**config.mk**
```make
export PLATFORM = sky130hd
export DESIGN_NAME = uart_tx_sched
export DESIGN_NICKNAME = d
export VERILOG_FILES = /design/src/rtl/uart_tx_sched_pkg.sv /design/src/rtl/uart_bit_timer.sv /design/src/rtl/uart_tx_sched.sv
export SDC_FILE = /design/constraint.sdc
export NUM_CORES = 1
export LEC_CHECK = 0
export ABC_AREA = 0
export CAP_MARGIN = 20
export CELL_PAD_IN_SITES_DETAIL_PLACEMENT = 1
export CELL_PAD_IN_SITES_GLOBAL_PLACEMENT = 2
export CORE_UTILIZATION = 30
export CTS_CLUSTER_DIAMETER = 80
export DETAILED_ROUTE_END_ITERATION = 12
export GPL_ROUTABILITY_DRIVEN = 0
export PLACE_DENSITY = 0.83
export SYNTH_ARGS = -nofsm -noshare
export SYNTH_HDL_FRONTEND = slang
export SYNTH_SLANG_ARGS = --single-unit
```
**constraint.sdc**
```tcl
create_clock -name CLOCK_50 -period 2.5 [get_ports CLOCK_50]
set_input_delay 0.5 -clock CLOCK_50 [delete_from_list [all_inputs] [get_ports CLOCK_50]]
set_output_delay 0.5 -clock CLOCK_50 [all_outputs]
set_load 0.005 [all_outputs]
```
**src/rtl/uart_tx_sched_pkg.sv**
```systemverilog
// uart_tx_sched_pkg
//   Shared definitions for the multi-requester UART transmitter:
//   FSM state encoding, frame-shape constants and the bit-period helper.
package uart_tx_sched_pkg;

    typedef enum logic [1:0] {
        IDLE  = 2'd0,
        START = 2'd1,
        DATA  = 2'd2,
        STOP  = 2'd3
    } tx_state_t;

    localparam int DATA_BITS  = 8;
    localparam int START_BITS = 1;
    localparam int STOP_BITS  = 1;
    localparam int FRAME_BITS = START_BITS + DATA_BITS + STOP_BITS;
    localparam int OVERSAMPLE = 16;

    // Clock cycles per serial bit for a given 16x-oversample divider.
    function automatic int bit_cycles(input int baud_div);
        return OVERSAMPLE * baud_div;
    endfunction

endpackage

```
**src/rtl/uart_bit_timer.sv**
```systemverilog
// uart_bit_timer
//   Free-running bit-period counter. While clear_i is high the count is held
//   at zero; otherwise it counts 0..BIT_CYCLES-1 and wraps, pulsing
//   bit_done_o for one cycle in the last cycle of every bit period.
// Ports:
//   clk_i      - clock, rising edge
//   rst_i      - asynchronous active-high reset (count -> 0)
//   clear_i    - hold the count at zero
//   bit_done_o - one-cycle pulse in the final cycle of each bit period
module uart_bit_timer #(
    parameter int BIT_CYCLES = 16
) (
    input  logic clk_i,
    input  logic rst_i,
    input  logic clear_i,
    output logic bit_done_o
);

    localparam int CW = (BIT_CYCLES > 1) ? $clog2(BIT_CYCLES) : 1;
    localparam logic [CW-1:0] LAST = CW'(BIT_CYCLES - 1);

    logic [CW-1:0] count_q;
    logic [CW-1:0] count_d;

    always_comb begin
        count_d = count_q + CW'(1);
        if (clear_i || (count_q == LAST)) begin
            count_d = '0;
        end
    end

    always_ff @(posedge clk_i or posedge rst_i) begin
        if (rst_i) begin
            count_q <= '0;
        end else begin
            count_q <= count_d;
        end
    end

    assign bit_done_o = !clear_i && (count_q == LAST);

endmodule

```
**src/rtl/uart_tx_sched.sv**
```systemverilog
// uart_tx_sched
//   Round-robin scheduler in front of a single 8N1 UART transmitter.
//   NREQ requesters share one serial line; one byte is taken per frame.
// Ports:
//   CLOCK_50 - clock, rising edge
//   reset    - asynchronous active-high reset
//   req      - per-requester "byte pending" flags
//   DataIn   - packed bytes, requester i at DataIn[8i+7:8i]
//   grant    - one-hot, one-cycle acceptance pulse
//   DataOut  - registered serial line, idle high
//   busy     - high while a frame is in progress
//   state_o  - current FSM state (debug visibility)
//
// Handshake: a requester holds req[i] high with its byte stable on DataIn.
// req/DataIn are only sampled in IDLE; the byte is taken on the edge that
// leaves IDLE, and grant[i] is high for exactly the following cycle. The
// requester must drop req[i] in that cycle or it will be arbitrated again
// at the next IDLE.
module uart_tx_sched
    import uart_tx_sched_pkg::*;
#(
    parameter int NREQ     = 4,
    parameter int BAUD_DIV = 301
) (
    input  logic              CLOCK_50,
    input  logic              reset,
    input  logic [NREQ-1:0]   req,
    input  logic [8*NREQ-1:0] DataIn,
    output logic [NREQ-1:0]   grant,
    output logic              DataOut,
    output logic              busy,
    output logic [1:0]        state_o
);

    localparam int BIT_CYCLES = bit_cycles(BAUD_DIV);
    localparam int IDXW       = (NREQ > 1) ? $clog2(NREQ) : 1;

    tx_state_t       state_q, state_d;
    logic [IDXW-1:0] last_q, last_d;
    logic [7:0]      shreg_q, shreg_d;
    logic [2:0]      bit_idx_q, bit_idx_d;
    logic            dout_q, dout_d;
    logic [NREQ-1:0] grant_q, grant_d;

    logic            bit_done;
    logic            sel_valid;
    logic [IDXW-1:0] sel_idx;
    logic [7:0]      sel_byte;

    // The timer is held at zero throughout IDLE, so the first START cycle
    // always begins a fresh bit period.
    uart_bit_timer #(
        .BIT_CYCLES(BIT_CYCLES)
    ) u_bit_timer (
        .clk_i     (CLOCK_50),
        .rst_i     (reset),
        .clear_i   (state_q == IDLE),
        .bit_done_o(bit_done)
    );

    // Round-robin pick: scan from last_q+1 upward, wrapping, first set bit wins.
    always_comb begin
        int cand;
        cand      = 0;
        sel_valid = 1'b0;
        sel_idx   = '0;
        for (int off = 1; off <= NREQ; off++) begin
            cand = (int'(last_q) + off) % NREQ;
            if (!sel_valid && req[IDXW'(cand)]) begin
                sel_valid = 1'b1;
                sel_idx   = IDXW'(cand);
            end
        end
    end

    always_comb begin
        sel_byte = '0;
        for (int i = 0; i < NREQ; i++) begin
            if (sel_idx == IDXW'(i)) begin
                sel_byte = DataIn[8*i +: 8];
            end
        end
    end

    always_comb begin
        state_d   = state_q;
        last_d    = last_q;
        shreg_d   = shreg_q;
        bit_idx_d = bit_idx_q;
        dout_d    = dout_q;
        grant_d   = '0;
        case (state_q)
            IDLE: begin
                dout_d = 1'b1;
                if (sel_valid) begin
                    grant_d[sel_idx] = 1'b1;
                    last_d           = sel_idx;
                    shreg_d          = sel_byte;
                    bit_idx_d        = '0;
                    dout_d           = 1'b0;
                    state_d          = START;
                end
            end
            START: begin
                if (bit_done) begin
                    // Present bit 0 and pre-shift so shreg_q[0] is always the next bit.
                    dout_d    = shreg_q[0];
                    shreg_d   = {1'b0, shreg_q[7:1]};
                    bit_idx_d = '0;
                    state_d   = DATA;
                end
            end
            DATA: begin
                if (bit_done) begin
                    if (bit_idx_q == 3'(DATA_BITS - 1)) begin
                        dout_d  = 1'b1;
                        state_d = STOP;
                    end else begin
                        dout_d    = shreg_q[0];
                        shreg_d   = {1'b0, shreg_q[7:1]};
                        bit_idx_d = bit_idx_q + 3'd1;
                    end
                end
            end
            STOP: begin
                if (bit_done) begin
                    state_d = IDLE;
                end
            end
            default: begin
                state_d = IDLE;
            end
        endcase
    end

    always_ff @(posedge CLOCK_50 or posedge reset) begin
        if (reset) begin
            state_q   <= IDLE;
            last_q    <= IDXW'(NREQ - 1);
            shreg_q   <= '0;
            bit_idx_q <= '0;
            dout_q    <= 1'b1;
            grant_q   <= '0;
        end else begin
            state_q   <= state_d;
            last_q    <= last_d;
            shreg_q   <= shreg_d;
            bit_idx_q <= bit_idx_d;
            dout_q    <= dout_d;
            grant_q   <= grant_d;
        end
    end

    assign grant   = grant_q;
    assign DataOut = dout_q;
    assign busy    = (state_q != IDLE);
    assign state_o = state_q;

endmodule

```
Yosys cells after proc, flatten, opt, wreduce, memory -nomap -nowiden
Cells that the tools add are included.

word-level totals
  flip-flop bits (word level) = 33
  input bits = 38
  output and inout bits = 8
  logic and storage cells = 101

operators by class
  add/sub/neg operators = 6
  order comparisons = 6
  equal/unequal tests = 14
  mux-type cells = 50
  reductions and logical operators = 18

operator list
  operator                                             number
  two-way mux 8 bit                                    8
  case mux 8 bit (3 select lines)                      1
  two-way mux 2 bit                                    9
  two-way mux 1 bit                                    17
  < comparator 2 x 4 -> 1 bit (second input constant)  4
  adder 13 x 1 -> 13 bit (second input constant)       1
  == test 13 bit (second input constant)               1
  two-way mux 13 bit                                   1
  two-way mux 3 bit                                    4
  inequality test 2 bit (second input constant)        6
  AND reduction 5 bit                                  2
  case mux 3 bit (3 select lines)                      1
  binary-select mux 1 bit (select 2 bit)               4
  == test 2 bit (second input constant)                4
  two-way mux 4 bit                                    2
  case mux 2 bit (4 select lines)                      1
  logical AND 1 bit                                    5
  adder 2 x 1 -> 2 bit (second input constant)         2
  adder 2 bit (second input constant)                  2
  == test 2 x 1 -> 1 bit (second input constant)       2
  zero test 1 bit                                      4
  zero test 2 bit                                      2
  adder 3 x 1 -> 3 bit (second input constant)         1
  == test 3 bit (second input constant)                1
  9 further kinds                                      9

Longest topological paths before layout
Gate-level depths: netlist (run 1).

  depth after elaboration = 21
  gate-level depth with buffers = 10
  gate-level depth less buffers = 8

Hierarchy
A second synthesis (run 1) with hierarchy kept.

second synthesis, totals
  cells, all modules = 226
  area total of the unflattened synthesis = 2194.6 sq um

modules (own cells, without submodules)
  module          times used  cells an instance  area each (sq um)  sequential area each (sq um)
  uart_tx_sched   1           157                1520.2             504.2
  uart_bit_timer  1           69                 674.4              325.3

Worst setup path after synthesis (run 1)
Ideal clock, no wire load.

  kind = register to register
  from = register state_q[0], in the netlist state_o[0]
  to = register shreg_q[7]
  library setup time = 128 ps
  data arrival time = 1904 ps
  slack = 468 ps
  cell stages (with the launch flop) = 9
  buffers on the path = 1
  clock period less this slack = 2032 ps
  cell sequence = dfrtp_1 -> inv_1 -> ha_1 -> buf_2 -> nor3_2 -> a41oi_2 -> a2bb2oi_2 -> a211oi_4 -> mux2_1

between the ends
  longest elaborated chain between the ends = 5
  elaborated cells on any way between the ends = 12
  those cells by class = eq/ne: 6; mux: 1; reduce/logical: 5

ends and longest elaborated chain
  item                             RTL line                                  text
  start, declared                  uart_tx_sched.sv:38                       tx_state_t state_q, state_d;
  start signal, assigned           uart_tx_sched.sv:145                      state_q <= state_d;
  zero test 2 bit                  uart_tx_sched.sv:57, uart_tx_sched.sv:92
  zero test 1 bit                  uart_bit_timer.sv:40                      assign bit_done_o = !clear_i && (count_q == LAST);
  logical AND 1 bit                uart_bit_timer.sv:40
  inequality test 2 bit (no line)  -
  AND reduction 5 bit (no line)    -
  end signal, assigned             uart_tx_sched.sv:147                      shreg_q <= shreg_d;
  end, declared                    uart_tx_sched.sv:40                       logic [7:0] shreg_q, shreg_d;

Parallel ways exist; a longest one is shown, timed or not.
A chain may end at the register's enable or synchronous reset.

Worst setup path in the final report (run 1)
  from = input req[1]
  to = register shreg_q[2]

between the ends
  longest elaborated chain between the ends = 20
  elaborated cells on any way between the ends = 38
  those cells by class = eq/ne: 4; mux: 26; reduce/logical: 8

ends and longest elaborated chain
  item                                                   RTL line             text
  start, declared                                        uart_tx_sched.sv:27  input logic [NREQ-1:0] req,
  binary-select mux 1 bit (select 2 bit)                 uart_tx_sched.sv:69  if (!sel_valid && req[IDXW'(cand)]) begin
  two-way mux 1 bit (not written as such) (2 in series)  uart_tx_sched.sv:69
  two-way mux 1 bit                                      uart_tx_sched.sv:69
  zero test 1 bit                                        uart_tx_sched.sv:69
  logical AND 1 bit                                      uart_tx_sched.sv:69
  two-way mux 1 bit                                      uart_tx_sched.sv:69
  zero test 1 bit                                        uart_tx_sched.sv:69
  logical AND 1 bit                                      uart_tx_sched.sv:69
  two-way mux 1 bit                                      uart_tx_sched.sv:69
  zero test 1 bit                                        uart_tx_sched.sv:69
  logical AND 1 bit                                      uart_tx_sched.sv:69
  two-way mux 2 bit                                      uart_tx_sched.sv:69
  zero test 2 bit                                        uart_tx_sched.sv:79  if (sel_idx == IDXW'(i)) begin
  two-way mux 8 bit (4 in series)                        uart_tx_sched.sv:79
  two-way mux 8 bit                                      uart_tx_sched.sv:95  if (sel_valid) begin
  case mux 8 bit (3 select lines)                        uart_tx_sched.sv:92  case (state_q)

Parallel ways exist; a longest one is shown, timed or not. The select of a mux whose other input is x is not followed.

==> results.tsv, run 1 <==
stage	metric	value	unit
outcome	outcome	finished, final reports clean	
finish	multi-input combinational cell area	1026	um2
synth	post-synthesis async set-or-reset flop share	100.0	%
setup_path	CP max FO	10	
power	Max VDD drop	503.2	uV
synth	Post-synth EDFFs	0	
global_routing	largest net degree at the start of global routing	34	
synth	post-synthesis net count	257	
floorplan	number of cell rows	29	
synth	prevailing post-synth register cell	dfrtp_1	
floorplan	die area	6846	um2
sta	skew final	0.004737	ns
clock_tree	cts repair resizes	0	
floorplan	Starting Density	30.98	%
global_routing	GRT Util Overall	16.04	%
power	Power Dens Cells	1093	nW/um2
place	dpl hpwl	3.700	mm
routing	drt drc	0	
floorplan	IO Count	46	
clock_tree	CTS Hold Bufs	0	
clock_tree	CTS max path bufs	2	
routing	via total after detailed routing	1735	
synth	register area share after synthesis	42.42	%
global_routing	first-pass GRT wire length	8.307	mm
global_routing	initial antenna violation count	0	
synth	Synth Area per Inst	9.225	um2
sta	Tmin final	2.329	ns
global_routing	Overflow after GRT	0	
place	placed cell count	334	
sta	f_max	0.4293	GHz
synth	Yosys reg bits	33	
sta	final worst-path cycle share	93.18	%
synth	Warnings, synthesis	0	
floorplan	Die H	82.74	um
synth	synth unique cells	43	
routing	DR iter-0 viols	59	
finish	final net count	309	
sta	RSZ-0062 raised after global routing	no	
sta	Hold Fails Final Rpt	0	
sta	Slew Viols, Final	0	
sta	max_slew headroom	65.27	%
setup_path	CP endpoint kind	flip-flop	
clock_tree	clock-pin slew on the worst setup and hold paths	0.07	ns
clock_tree	Setup Fix Bufs, Post-CTS	0	
flow_run	Max-Cap Viols	0	
setup_path	CP required	2.70	ns
sta	final setup violation count	0	
clock_tree	CTS tree	built	
floorplan	Die Width	82.74	um
power	Leakage Power	0.001151	uW
setup_path	kind of critical path	input port to flip-flop	
power	Total Power	2871	uW
clock_tree	H-tree depth	2	
clock_tree	Clock Tree Root	clkbuf_8	
routing	wirelength, routed	4.864	mm
routing	WL/cell	14.22	um
floorplan	core area	6314	um2
finish	FILL cells	745	
place	PortBufs	45	
finish	Area Growth Syn to Fin	34.36	%
global_routing	vias in the first global route	1861	
clock_tree	clk_lat worst skew	0.28	ns
setup_path	Worst Path Arrival	2.53	ns
clock_tree	CTS buffer count	5	
routing	Initial DRT Pass Iterations	4	
finish	n_diodes	0	
routing	vias per cell	5.073	
synth	Post-Syn Area	1956	um2
sta	worst-margin pin slew	0.5210	ns
sta	setup_tns	0	ns
hold_path	Hold Crit Class	flip-flop to flip-flop	
finish	fraction of layout cells with a size suffix above 1	9.434	%
finish	post-route insts no fill	342	
setup_path	startpoint types	input port	
routing	Final ANT Viol Nets	0	
finish	Reg area	829.5	um2
synth	Gate Count Post-Synth	212	
clock_tree	clock tree sinks	33	
-- Yosys cell counts (2+ instances only) --
cell type / instances / share of area [%]
nor3_1: 3 / 0.77
o21ai_1: 3 / 0.77
o21ai_0: 7 / 1.8
nand4_1: 3 / 0.96
xor2_1: 5 / 2.2
buf_6: 2 / 1.2
a211o_1: 5 / 2.2
inv_1: 11 / 2.1
o221ai_1: 4 / 1.8
a21oi_1: 2 / 0.51
nand2_1: 21 / 4.0
clkbuf_1: 3 / 0.58
xnor2_1: 6 / 2.7
nand3_1: 11 / 2.8
dfrtp_1: 30 / 38
nor2_1: 32 / 6.1
and3_1: 4 / 1.3
nor3_2: 2 / 1.0
o22ai_1: 6 / 1.9
mux2i_1: 8 / 4.1
a31oi_1: 7 / 2.2
nor4_1: 2 / 0.64
ha_1: 7 / 4.5
buf_4: 2 / 0.77
nor2b_1: 5 / 1.6
buf_2: 2 / 0.51
dfstp_2: 3 / 4.0
-- placed cells by master (no fill, tap or decap), types with 2 or more instances in the layout --
cell type / Yosys / routed
clkdlybuf4s50_1: 0 / 45
nor2_1: 32 / 32
dfrtp_1: 30 / 30
nand2_1: 21 / 21
nand3_1: 11 / 11
inv_1: 11 / 11
buf_4: 2 / 9
mux2i_1: 8 / 8
a31oi_1: 7 / 7
o21ai_0: 7 / 7
ha_1: 7 / 7
o22ai_1: 6 / 6
xnor2_1: 6 / 6
clkbuf_8: 0 / 6
nor2b_1: 5 / 5
a211o_1: 5 / 5
xor2_1: 5 / 5
o221ai_1: 4 / 4
and3_1: 4 / 4
dfstp_2: 3 / 3
o21ai_1: 3 / 3
nor3_1: 3 / 3
nand4_1: 3 / 3
nor3_2: 2 / 2
a21oi_1: 2 / 2
nor4_1: 2 / 2
-- state kept, by name, indices dropped and copies added, names as in the netlist --
| register | count |
|---|---|
| grant | 4 |
| shreg_q | 8 |
| state_o | 2 |
| DataOut | 1 |
| last_q | 2 |
| u_bit_timer.count_q | 13 |
| bit_idx_q | 3 |
-- cells by family after synthesis --
group | count (synthesis) | synth area share (%)
compound gates | 43 | 16.44
xor+xnor | 11 | 4.926
fa+ha+maj | 7 | 4.478
buf+inv | 20 | 5.118
flops | 33 | 42.42
mux | 9 | 4.671
simple gates | 89 | 21.95
-- metrics by stage --
step	hold WS (ns)	instance area [um2]	worst slack [ns]	utilization (%)
detailed placement	0.4854	2511	-0.06837	39.77
CTS	0.4932	2628	0.2108	41.62
floorplan	0.4479	1956	0.4683	-
global route	0.5083	2628	0.06151	41.62
finish	0.4888	2628	0.1706	41.62
global placement	0.4831	2511	-0.03141	39.77
-- path summary, 6_finish.rpt --
check	startpoint	cells after the start	slack, ns	to
max in group asynchronous	reset	3	1.55	last_q[0]$_DFFE_PP1P_
max	req[1]	8	0.17	shreg_q[2]$_DFFE_PP0P_
min in group asynchronous	reset	3	0.60	grant[0]$_DFF_PP0_
max reg2reg	state_o[0]$_DFFE_PP0P_	8	0.39	shreg_q[4]$_DFFE_PP0P_
min reg2reg	u_bit_timer.count_q[0]$_DFF_PP0_	1	0.49	u_bit_timer.count_q[0]$_DFF_PP0_
min	u_bit_timer.count_q[0]$_DFF_PP0_	1	0.49	u_bit_timer.count_q[0]$_DFF_PP0_
-- per-layer routing --
metal / wire length [um] / up-vias / track usage (%)
li1: - / 853 / -
met1: 2282 / 830 / 19.74
met2: 2319 / 44 / 27.79
met3: 205 / 8 / 3.846
met4: 57 / 0 / 4.310
met5: 0 / - / 0
-- power by group --
| group | switching, uW | internal [uW] |
|---|---|---|
| combinational | 825 | 669 |
| clock | 199 | 325 |
| sequential | 131 | 722 |
-- layout make-up --
cell class,instances,share of cell area [%]
Clock inverter,1,1.143
Sequential cell,33,31.57
Multi-Input combinational cell,159,39.05
Inverter,11,1.571
Clock buffer,7,3.286
Timing Repair Buffer,54,19.71
Tap cell,77,3.667
-- critical path, cell delays in order --
cell	delay, ns
clkdlybuf4s50_1	0.60
or3b_1	0.38
o221ai_1	0.16
buf_4	0.25
nand2_1	0.07
mux2i_1	0.20
o221ai_1	0.19
a31oi_1	0.18
No activity file was read; power rests on OpenSTA's default activity.
==> run 2, diff against run 1 <==
--- a/config.mk
+++ b/config.mk
@@ -9,11 +9,12 @@
 export CAP_MARGIN = 20
 export CELL_PAD_IN_SITES_DETAIL_PLACEMENT = 1
 export CELL_PAD_IN_SITES_GLOBAL_PLACEMENT = 2
-export CORE_UTILIZATION = 30
+export CORE_UTILIZATION = 37
 export CTS_CLUSTER_DIAMETER = 80
 export DETAILED_ROUTE_END_ITERATION = 12
+export DONT_BUFFER_PORTS = 1
 export GPL_ROUTABILITY_DRIVEN = 0
-export PLACE_DENSITY = 0.83
+export PLACE_DENSITY = 0.8
 export SYNTH_ARGS = -nofsm -noshare
 export SYNTH_HDL_FRONTEND = slang
 export SYNTH_SLANG_ARGS = --single-unit
==> run 2 against run 1 <==
Compared with the run above:
- global-route usage increased by 2.6 points
- sequential power up 1%
- maximum frequency rose by 4.7%
- non-clock buffer count shrank 47
- worst hold slack got worse by 0.37 ns
- sequential share of layout area increased by 7.6 points
- design area is 19% lower
- utilization shrank 0.12 points
- combinational power decreased by 13%
- flip-flop and latch count unchanged
- total power fell by 11%
- critical path depth up 1
==> results.tsv, run 2 (synthesized netlist as in run 1, its figures left out) <==
stage	metric	value	unit	change
outcome	outcome	finished, final reports clean		unchanged
hold_path	Hold Crit Class	input port to async pin		was flip-flop to flip-flop
sta	max_slew headroom	38.34	%	was 65.27%
global_routing	largest net degree at the start of global routing	16		was 34
clock_tree	Setup Fix Bufs, Post-CTS	0		unchanged
setup_path	worst r2r path cells	9		was 8
global_routing	met3 Use GR	5.221	%	was 3.846%
finish	commonest non-fill, non-tap cell in the layout	nor2_1		was clkdlybuf4s50_1
power	Total Power	2555	uW	was 2871 uW
finish	FILL cells	617		was 745
setup_path	Levels on crit path	9		was 8
setup_path	Slowest cell on crit path	dfrtp_1		was clkdlybuf4s50_1
sta	final setup violation count	0		unchanged
finish	n_diodes	0		unchanged
flow_run	Max-Cap Viols	0		unchanged
sta	f_max	0.4496	GHz	was 0.4293 GHz
setup_path	kind of critical path	flip-flop to flip-flop		was input port to flip-flop
floorplan	number of cell rows	26		was 29
floorplan	die area	5580	um2	was 6846 um2
sta	worst-margin pin slew	0.9249	ns	was 0.5210 ns
clock_tree	CTS max path bufs	2		unchanged
setup_path	Worst Path Arrival	2.42	ns	was 2.53 ns
routing	drt drc	0		unchanged
routing	wirelength, routed	4.738	mm	was 4.864 mm
clock_tree	cts repair resizes	0		unchanged
finish	final net count	262		was 309
clock_tree	clk_lat worst skew	0.28	ns	about the same
global_routing	Overflow after GRT	0		unchanged
sta	RSZ-0062 raised after global routing	no		unchanged
finish	fraction of layout cells with a size suffix above 1	10.55	%	was 9.434%
setup_path	critical path cell sequence	inv_1, ha_1, nor3_2, a41oi_2, a2bb2oi_2, a211oi_4, buf_4, nor2_1, a31oi_1		was clkdlybuf4s50_1, or3b_1, o221ai_1, buf_4, nand2_1, mux2i_1, o221ai_1, a31oi_1
finish	Area Growth Syn to Fin	8.381	%	was 34.36%
sta	skew final	0.006535	ns	was 0.004737 ns
global_routing	Most Used Layer, Global Route	met2		unchanged
global_routing	initial antenna violation count	0		unchanged
sta	Tmin final	2.224	ns	was 2.329 ns
clock_tree	clock tree sinks	33		unchanged
clock_tree	Clock Tree Root	clkbuf_8		unchanged
floorplan	Die Width	74.70	um	was 82.74 um
setup_path	CP required	2.70	ns	about the same
finish	Top reg by flops	u_bit_timer.count_q		unchanged
sta	setup_tns	0	ns	unchanged
floorplan	Die H	74.70	um	was 82.74 um
setup_path	Largest stage delay, worst path	0.44	ns	was 0.60 ns
place	dpl hpwl	3.726	mm	was 3.700 mm
finish	most frequent cells in the layout	nor2_1, dfrtp_1, nand2_1		was clkdlybuf4s50_1, nor2_1, dfrtp_1
routing	WL/cell	16.45	um	was 14.22 um
routing	Final ANT Viol Nets	0		unchanged
setup_path	worst r2r src	state_o[0]$_DFFE_PP0P_		unchanged
clock_tree	clock-pin slew on the worst setup and hold paths	0.07	ns	about the same
finish	Largest register FFs	13		unchanged
global_routing	first-pass GRT wire length	7.803	mm	was 8.307 mm
global_routing	vias in the first global route	1648		was 1,861
sta	Hold Slack	0.1217	ns	was 0.4888 ns
setup_path	flop2flop setup slack	0.28	ns	was 0.39 ns
setup_path	CP endpoint kind	flip-flop		unchanged
global_routing	met2 Track Usage GR	31.53	%	was 27.79%
finish	final cell utilization of the core	41.50	%	was 41.62%
power	Power Dens Cells	1206	nW/um2	was 1093 nW/um2
global_routing	GRT Util Overall	18.66	%	was 16.04%
power	Max VDD drop	392.5	uV	was 503.2 uV
routing	DR iter-0 viols	75		was 59
clock_tree	H-tree depth	2		unchanged
floorplan	IO Count	46		unchanged
setup_path	Top delay family on crit path	compound AO/OA/AOI/OAI gates		was buffers and inverters
sta	Hold Fails Final Rpt	0		unchanged
setup_path	startpoint types	flip-flop		was input port
clock_tree	CTS Hold Bufs	0		unchanged
sta	final worst-path cycle share	88.96	%	was 93.18%
floorplan	core area	5107	um2	was 6314 um2
clock_tree	CTS tree	built		unchanged
global_routing	GR Util met1	23.11	%	was 19.74%
setup_path	CP max FO	13		was 10
clock_tree	CTS buffer count	5		unchanged
setup_path	capturing point of the worst reg2reg path	shreg_q[5]$_DFFE_PP0P_		was shreg_q[4]$_DFFE_PP0P_
setup_path	WP buf/inv	2		unchanged
power	Leakage Power	0.0009533	uW	was 0.001151 uW
routing	vias per cell	5.451		was 5.073
sta	Slew Viols, Final	0		unchanged
floorplan	Starting Density	38.29	%	was 30.98%
routing	via total after detailed routing	1570		was 1,735
place	PortBufs	0		was 45
routing	Initial DRT Pass Iterations	4		unchanged
[run 2: cell types whose count changed in the layout (fill, tap and decap cells not counted)]
cell	before	now
bufinv_16	1	0
buf_4	9	7
clkdlybuf4s50_1	45	0
clkbuf_8	6	5
clkinv_2	0	2
[run 2: worst register-to-register path, cell delays in order (launching register included)]
cell and delay, ns:
dfrtp_1 0.44, inv_1 0.10, ha_1 0.33, nor3_2 0.27, a41oi_2 0.08, a2bb2oi_2 0.20
a211oi_4 0.28, buf_4 0.25, nor2_1 0.05, a31oi_1 0.14
[run 2: routing by layer]
metal,vias up,part of all wire (%)
met5,-,0
met4,0,1.2
met3,6,6.3
met2,49,48
met1,760,44
li1,755,-
[run 2: worst max path at each step]
stage,start,end,slack (ns)
detailed placement,state_o[0]$_DFFE_PP0P_,shreg_q[1]$_DFFE_PP0P_,0.27
finish,state_o[0]$_DFFE_PP0P_,shreg_q[5]$_DFFE_PP0P_,0.28
global route,state_o[0]$_DFFE_PP0P_,shreg_q[3]$_DFFE_PP0P_,0.09
global placement,state_o[0]$_DFFE_PP0P_,shreg_q[6]$_DFFE_PP0P_,0.33
CTS,state_o[0]$_DFFE_PP0P_,shreg_q[5]$_DFFE_PP0P_,0.25
floorplan,state_o[0]$_DFFE_PP0P_,shreg_q[7]$_DFFE_PP0P_,0.47
[run 2: layout make-up]
type / instances / area (um2) / area share (%)
timing repair buffer: 7 / 52.55 / 2.479
sequential: 33 / 829.5 / 39.14
tap: 70 / 87.58 / 4.132
clock buffer: 6 / 72.57 / 3.424
inverter: 11 / 41.29 / 1.948
multi-input combinational: 159 / 1026 / 48.41
clock inverter: 2 / 10.01 / 0.4723
[run 2: report_power, final]
part	switching, uW	internal [uW]
combinational	771	532
sequential	140	722
clock	196	193
[run 2: stage by stage]
stage,cells,setup slack (ns),area [um2]
after floorplan,212,0.4683,1956
after global placement,280,0.3322,2037
after detailed placement,280,0.2663,2037
after CTS,288,0.2498,2120
after global routing,288,0.09034,2120
final,288,0.2760,2120
==> RTL edit 1 (config.mk and constraints of run 2) <==
`NREQ`: 4 -> 8.
--- a/src/rtl/uart_tx_sched.sv
+++ b/src/rtl/uart_tx_sched.sv
@@ -20,5 +20,5 @@
     import uart_tx_sched_pkg::*;
 #(
-    parameter int NREQ     = 4,
+    parameter int NREQ     = 8,
     parameter int BAUD_DIV = 301
 ) (
Ports: changed (resized DataIn, grant and req); port bits go from 46 to 86. The function was not compared with the original's and may differ.
==> RTL edit 1 against run 2 <==
- the flow now finishes with violations (setup timing)
- sequential cell count rose by 5
- routed wire length rose to 2.7 times the old value
- hold slack improved by 95 ps
- first-iteration DRC count grew 25%
- area after synthesis up 69%
- largest cell class unchanged
- design area is 130% higher
- cell count grew 100%
- critical endpoint is now shreg_q[7]
- worst setup slack got worse by 1500 ps
Power is left out: the tool's default activity adds up to more than one toggle a clock period on the data nets, which glitch-free logic cannot reach.
==> RTL edit 1: results (changes against run 2) <==
Yosys
  • Async SR Flop Fraction: 100% (unchanged)
  • Synth Flop Type: dfrtp_1 (unchanged)
  • Post-Synthesis Net Count: 447 (was 257)
  • Most frequent cells after synthesis: nor2_1, mux2i_1, dfrtp_1 (was nor2_1, dfrtp_1, nand2_1)
  • Area contributors post-synth: dfrtp_1, mux2i_1, nor2_1 (was dfrtp_1, nor2_1, ha_1)
  • Register area share after synthesis: 28.9% (was 42.4%)
  • Synth cell types: 63 (was 43)

Routing
  • Vias after detailed routing: 3,441 (was 1,570)
  • Wirelength per Cell: 22.5 um (was 16.5 um)
  • Iteration count of the initial detailed-routing pass: 4 (unchanged)
  • First DRT Iteration DRCs: 94 (was 75)

Clock network
  • CTS clk-pin slew, worst paths: 90 ps (was 70 ps)
  • Worst-Skew Late Latency: 290 ps
  • CTS buffer count: 5 (unchanged)
  • H-Tree Level Count: 2 (unchanged)

Job
  • Max Cap Violations: 0 (unchanged)

Placed design
  • Placement Cell Area: 4070 um^2 (was 2040 um^2)
  • HPWL after DPL: 8450 um (was 3730 um)

Worst setup path
  • Critical Path AT: 3920 ps (was 2420 ps)
  • Largest incremental delay on the critical path: 570 ps (was 440 ps)
  • Worst-path cell with the longest stage delay: dfstp_2 (was dfrtp_1)
  • Worst r2r src: last_q[0] (was state_o[0])
  • CP max FO: 6 (was 13)

Timing
  • Clock Skew: 8.08 ps (was 6.54 ps)
  • Final worst setup slack: -1250 ps (was 276 ps)
  • Setup TNS Final: -24,220 ps (was 0 ps)
  • Slew @ Worst Pin: 711 ps (was 925 ps)
  • Final setup violation count: 25 (was 0)

Cells and area
  • # fillers: 988 (was 617)
  • Layout cell share with drive strength beyond 1: 47.2% (was 10.6%)
  • Top reg by flops: u_bit_timer.count_q (unchanged)
  • Max FFs per register: 13 (unchanged)
  • Layout Nets: 550 (was 262)

Global route
  • First-pass GRT wire length: 18,500 um (was 7800 um)
  • Largest net degree at the start of global routing: 39 (was 16)
  • GR Util All Layers: 26.3% (was 18.7%)
  • Vias in the first global route: 3,594 (was 1,648)

Min path
  • Hold WC Path Type: input port to async pin (unchanged)

Outcome
  • Status: finished, violations left (was complete, no violations)
  • Failing checks: setup timing
==> RTL edit 1: cell types whose count changed after synthesis, sizes merged, moves of 9 or more <==
cell / before / now
mux2i: 8 / 38
a21oi: 2 / 16
mux2: 1 / 14
nor2: 32 / 41
==> RTL edit 1: cell type report <==
type | instances | area, um^2 | share of cell area (%)
clock buffer | 5 | 68.8 | 1.39
clock inverter | 3 | 68.8 | 1.39
inverter | 14 | 58.8 | 1.18
multi-input combinational | 293 | 2680 | 53.9
sequential | 38 | 956 | 19.2
tap | 108 | 135 | 2.72
timing repair buffer | 115 | 1000 | 20.2
==> RTL edit 1: worst paths after layout <==
check	endpoint	cells past startpoint	slack, ps
max	shreg_q[7]	15	-1250
min	u_bit_timer.count_q[10]	2	220
max reg2reg	shreg_q[7]	15	-1250
min reg2reg	bit_idx_q[2]	2	480
max in group asynchronous	DataOut	2	1910
min in group CLOCK_50	shreg_q[4]	2	430
==> RTL edit 1: through the flow <==
step / hold slack (ps) / instances / setup WS, ps
2_1_floorplan: 425 / 364 / -1090
3_3_place_gp: 454 / 537 / -1230
3_5_place_dp: 465 / 537 / -1350
4_1_cts: 232 / 565 / -1130
5_1_grt: 263 / 576 / -1370
6_report: 217 / 576 / -1250
==> RTL edit 1: cell families after synthesis <==
kind of cell	synth area share, %
buffers and inverters	4.80
AND/OR/NAND/NOR	19.1
XOR/XNOR	4.76
multiplexers	19.1
adder cells (fa/ha/maj)	3.40
flip-flops	28.9
AO/OA/AOI/OAI	20.0
==> RTL edit 1: routing by layer <==
layer  vias to the layer above  wire length, um  track usage, %
met5                         -                0               0
met1                      1714             5030            30.6
met2                       125             6810            49.8
li1                       1565                -               -
met3                        37              547            3.36
met4                         0              590            7.60
==> RTL edit 1: what timing repair did <==
item,CTS,global route
gates cloned,1,1
buffers inserted,21,10
pin swaps,14,18
endpoints found under the setup margin,25,25
hold buffers,0,0
gates resized for setup,58,42
hold endpoints to repair,0,0
==> RTL edit 2 (config.mk and constraints of run 2) <==
Made on the original files. Reset style: synchronous (`reset` and `rst_i`), changed in 2 clocked blocks. Comments in the files are not updated.
--- a/src/rtl/uart_bit_timer.sv
+++ b/src/rtl/uart_bit_timer.sv
@@ -30,5 +30,5 @@
     end
 
-    always_ff @(posedge clk_i or posedge rst_i) begin
+    always_ff @(posedge clk_i) begin
         if (rst_i) begin
             count_q <= '0;
--- a/src/rtl/uart_tx_sched.sv
+++ b/src/rtl/uart_tx_sched.sv
@@ -134,5 +134,5 @@
     end
 
-    always_ff @(posedge CLOCK_50 or posedge reset) begin
+    always_ff @(posedge CLOCK_50) begin
         if (reset) begin
             state_q   <= IDLE;
Formal check against the unedited RTL: differs if reset is asserted again (counterexample within 4 cycles, from zero or initial values and one cycle with reset high); with reset held inactive, the same outputs for 4 cycles.
==> RTL edit 2 against run 2 <==
- count of clock-buffer cells in the layout decreased by 1
- routed wire length decreased by 5.0%
- cell count decreased by 0.69%
- worst setup slack got worse by 72 ps
- area after synthesis decreased by 4.8%
- clock skew about the same
- via count increased by 0.13%
- power decreased by 20%
- sequential cell count unchanged
- hold slack improved by 150 ps
- sequential share of layout area decreased by 6.0 points
- design area decreased by 5.8%
- sequential power decreased by 15%
- critical path type unchanged
==> RTL edit 2: results (changes against run 2) <==
Outcome
  • Status: complete, no violations (unchanged)

Yosys
  • Synth Area in Adders: 4.70% (was 4.48%)
  • Synth Area in Compound Gates: 18.9% (was 16.4%)
  • Synth Flop Type: dfxtp_1 (was dfrtp_1)
  • Register area share after synthesis: 35.5% (was 42.4%)
  • Synth cell types: 45 (was 43)
  • Syn avg cell area: 8.54 um^2 (was 9.22 um^2)
  • Async SR Flop Fraction: 0% (was 100%)
  • XOR/XNOR Fraction of Synth Area: 5.17% (was 4.93%)
  • Area contributors post-synth: dfxtp_1, nor2_1, ha_1 (was dfrtp_1, nor2_1, ha_1)
  • Most frequent cells after synthesis: nor2_1, dfxtp_1, nand2_1 (was nor2_1, dfrtp_1, nand2_1)
  • Mux contribution to synthesized area: 4.91% (was 4.67%)

Global route
  • Largest net degree at the start of global routing: 21 (was 16)
  • Met3 usage: 4.97% (was 5.22%)
  • Met2 Use GR: 32.7% (was 31.5%)
  • Met1 track demand over resource: 22.2% (was 23.1%)
  • Vias in the first global route: 1,605 (was 1,648)
  • First-pass GRT wire length: 7590 um (was 7800 um)

Timing
  • Slew @ Worst Pin: 559 ps (was 925 ps)
  • Fin crit share: 91.8% (was 89.0%)
  • Hold Slack: 271 ps (was 122 ps)
  • Clock Skew: 6.36 ps (was 6.54 ps)

Worst setup path
  • CP startpoint: u_bit_timer.count_q[0] (was state_o[0])
  • Largest incremental delay on the critical path: 590 ps (was 440 ps)
  • Worst-path cell with the longest stage delay: or4_4 (was dfrtp_1)
  • R2R Setup Slk: 200 ps (was 280 ps)
  • CP max FO: 15 (was 13)
  • Critical Path AT: 2490 ps (was 2420 ps)

Pwr
  • Seq pwr: 0.000729 W (was 0.000862 W)
  • Int Pwr: 0.00122 W (was 0.00145 W)
  • Psw: 0.000829 W (was 0.00111 W)
  • Power in combinational cells: 0.000924 W (was 0.00130 W)
  • Max IR drop VDD: 0.378 mV (was 0.393 mV)
  • Static leakage: 0.785 nW (was 0.953 nW)

Cells and area
  • Non-Filler Instances: 286 (was 288)
  • Area grow syn2layout: 7.19% (was 8.38%)
  • Layout Nets: 263 (was 262)
  • # fillers: 582 (was 617)
  • Layout cell share with drive strength beyond 1: 11.0% (was 10.6%)

Placed design
  • Inst Count DP: 278 (was 280)
  • HPWL after DPL: 3430 um (was 3730 um)
  • Placement Cell Area: 1910 um^2 (was 2040 um^2)

Routing
  • First DRT Iteration DRCs: 54 (was 75)
  • Vias per Instance: 5.50 (was 5.45)
  • Wirelength per Cell: 15.7 um (was 16.5 um)

Clock network
  • Max clock buf depth: 2 (unchanged)

Min path
  • Worst Hold Launch: reset
  • Hold WC Path Type: input port to flop (was input port to async pin)
-- RTL edit 2: logic make-up (layout without fill, tap and decap cells) --
logic type	count (synthesis)	count (layout)
buffers and inverters	18	19
and+or+nand+nor	101	101
DFF	33	33
AOI/OAI and AO/OA	39	39
muxes	9	9
xor gates and xnor gates	11	11
adders and majority gates	7	7
-- RTL edit 2: per-layer routing --
layer	vias to the layer above	wire [um]
met5	-	0
met2	42	2240
met4	0	71
li1	774	-
met1	751	1980
met3	5	214
-- RTL edit 2: area by class of cell --
type / instances / area share, %
Multi-Input combinational cell: 167 / 55.4
Sequential cell: 33 / 33.1
Tap cell: 67 / 4.20
Clock buffer: 5 / 3.45
Timing Repair Buffer: 5 / 1.88
Inverter: 6 / 1.13
Clock inverter: 3 / 0.878
-- RTL edit 2: critical path: cells and delay by family (launching register included) --
kind            cells  cell delay [ps]
compound gates      2              380
buf+inv             1              220
fa+ha+maj           1              220
flops               1              360
simple gates        4             1020
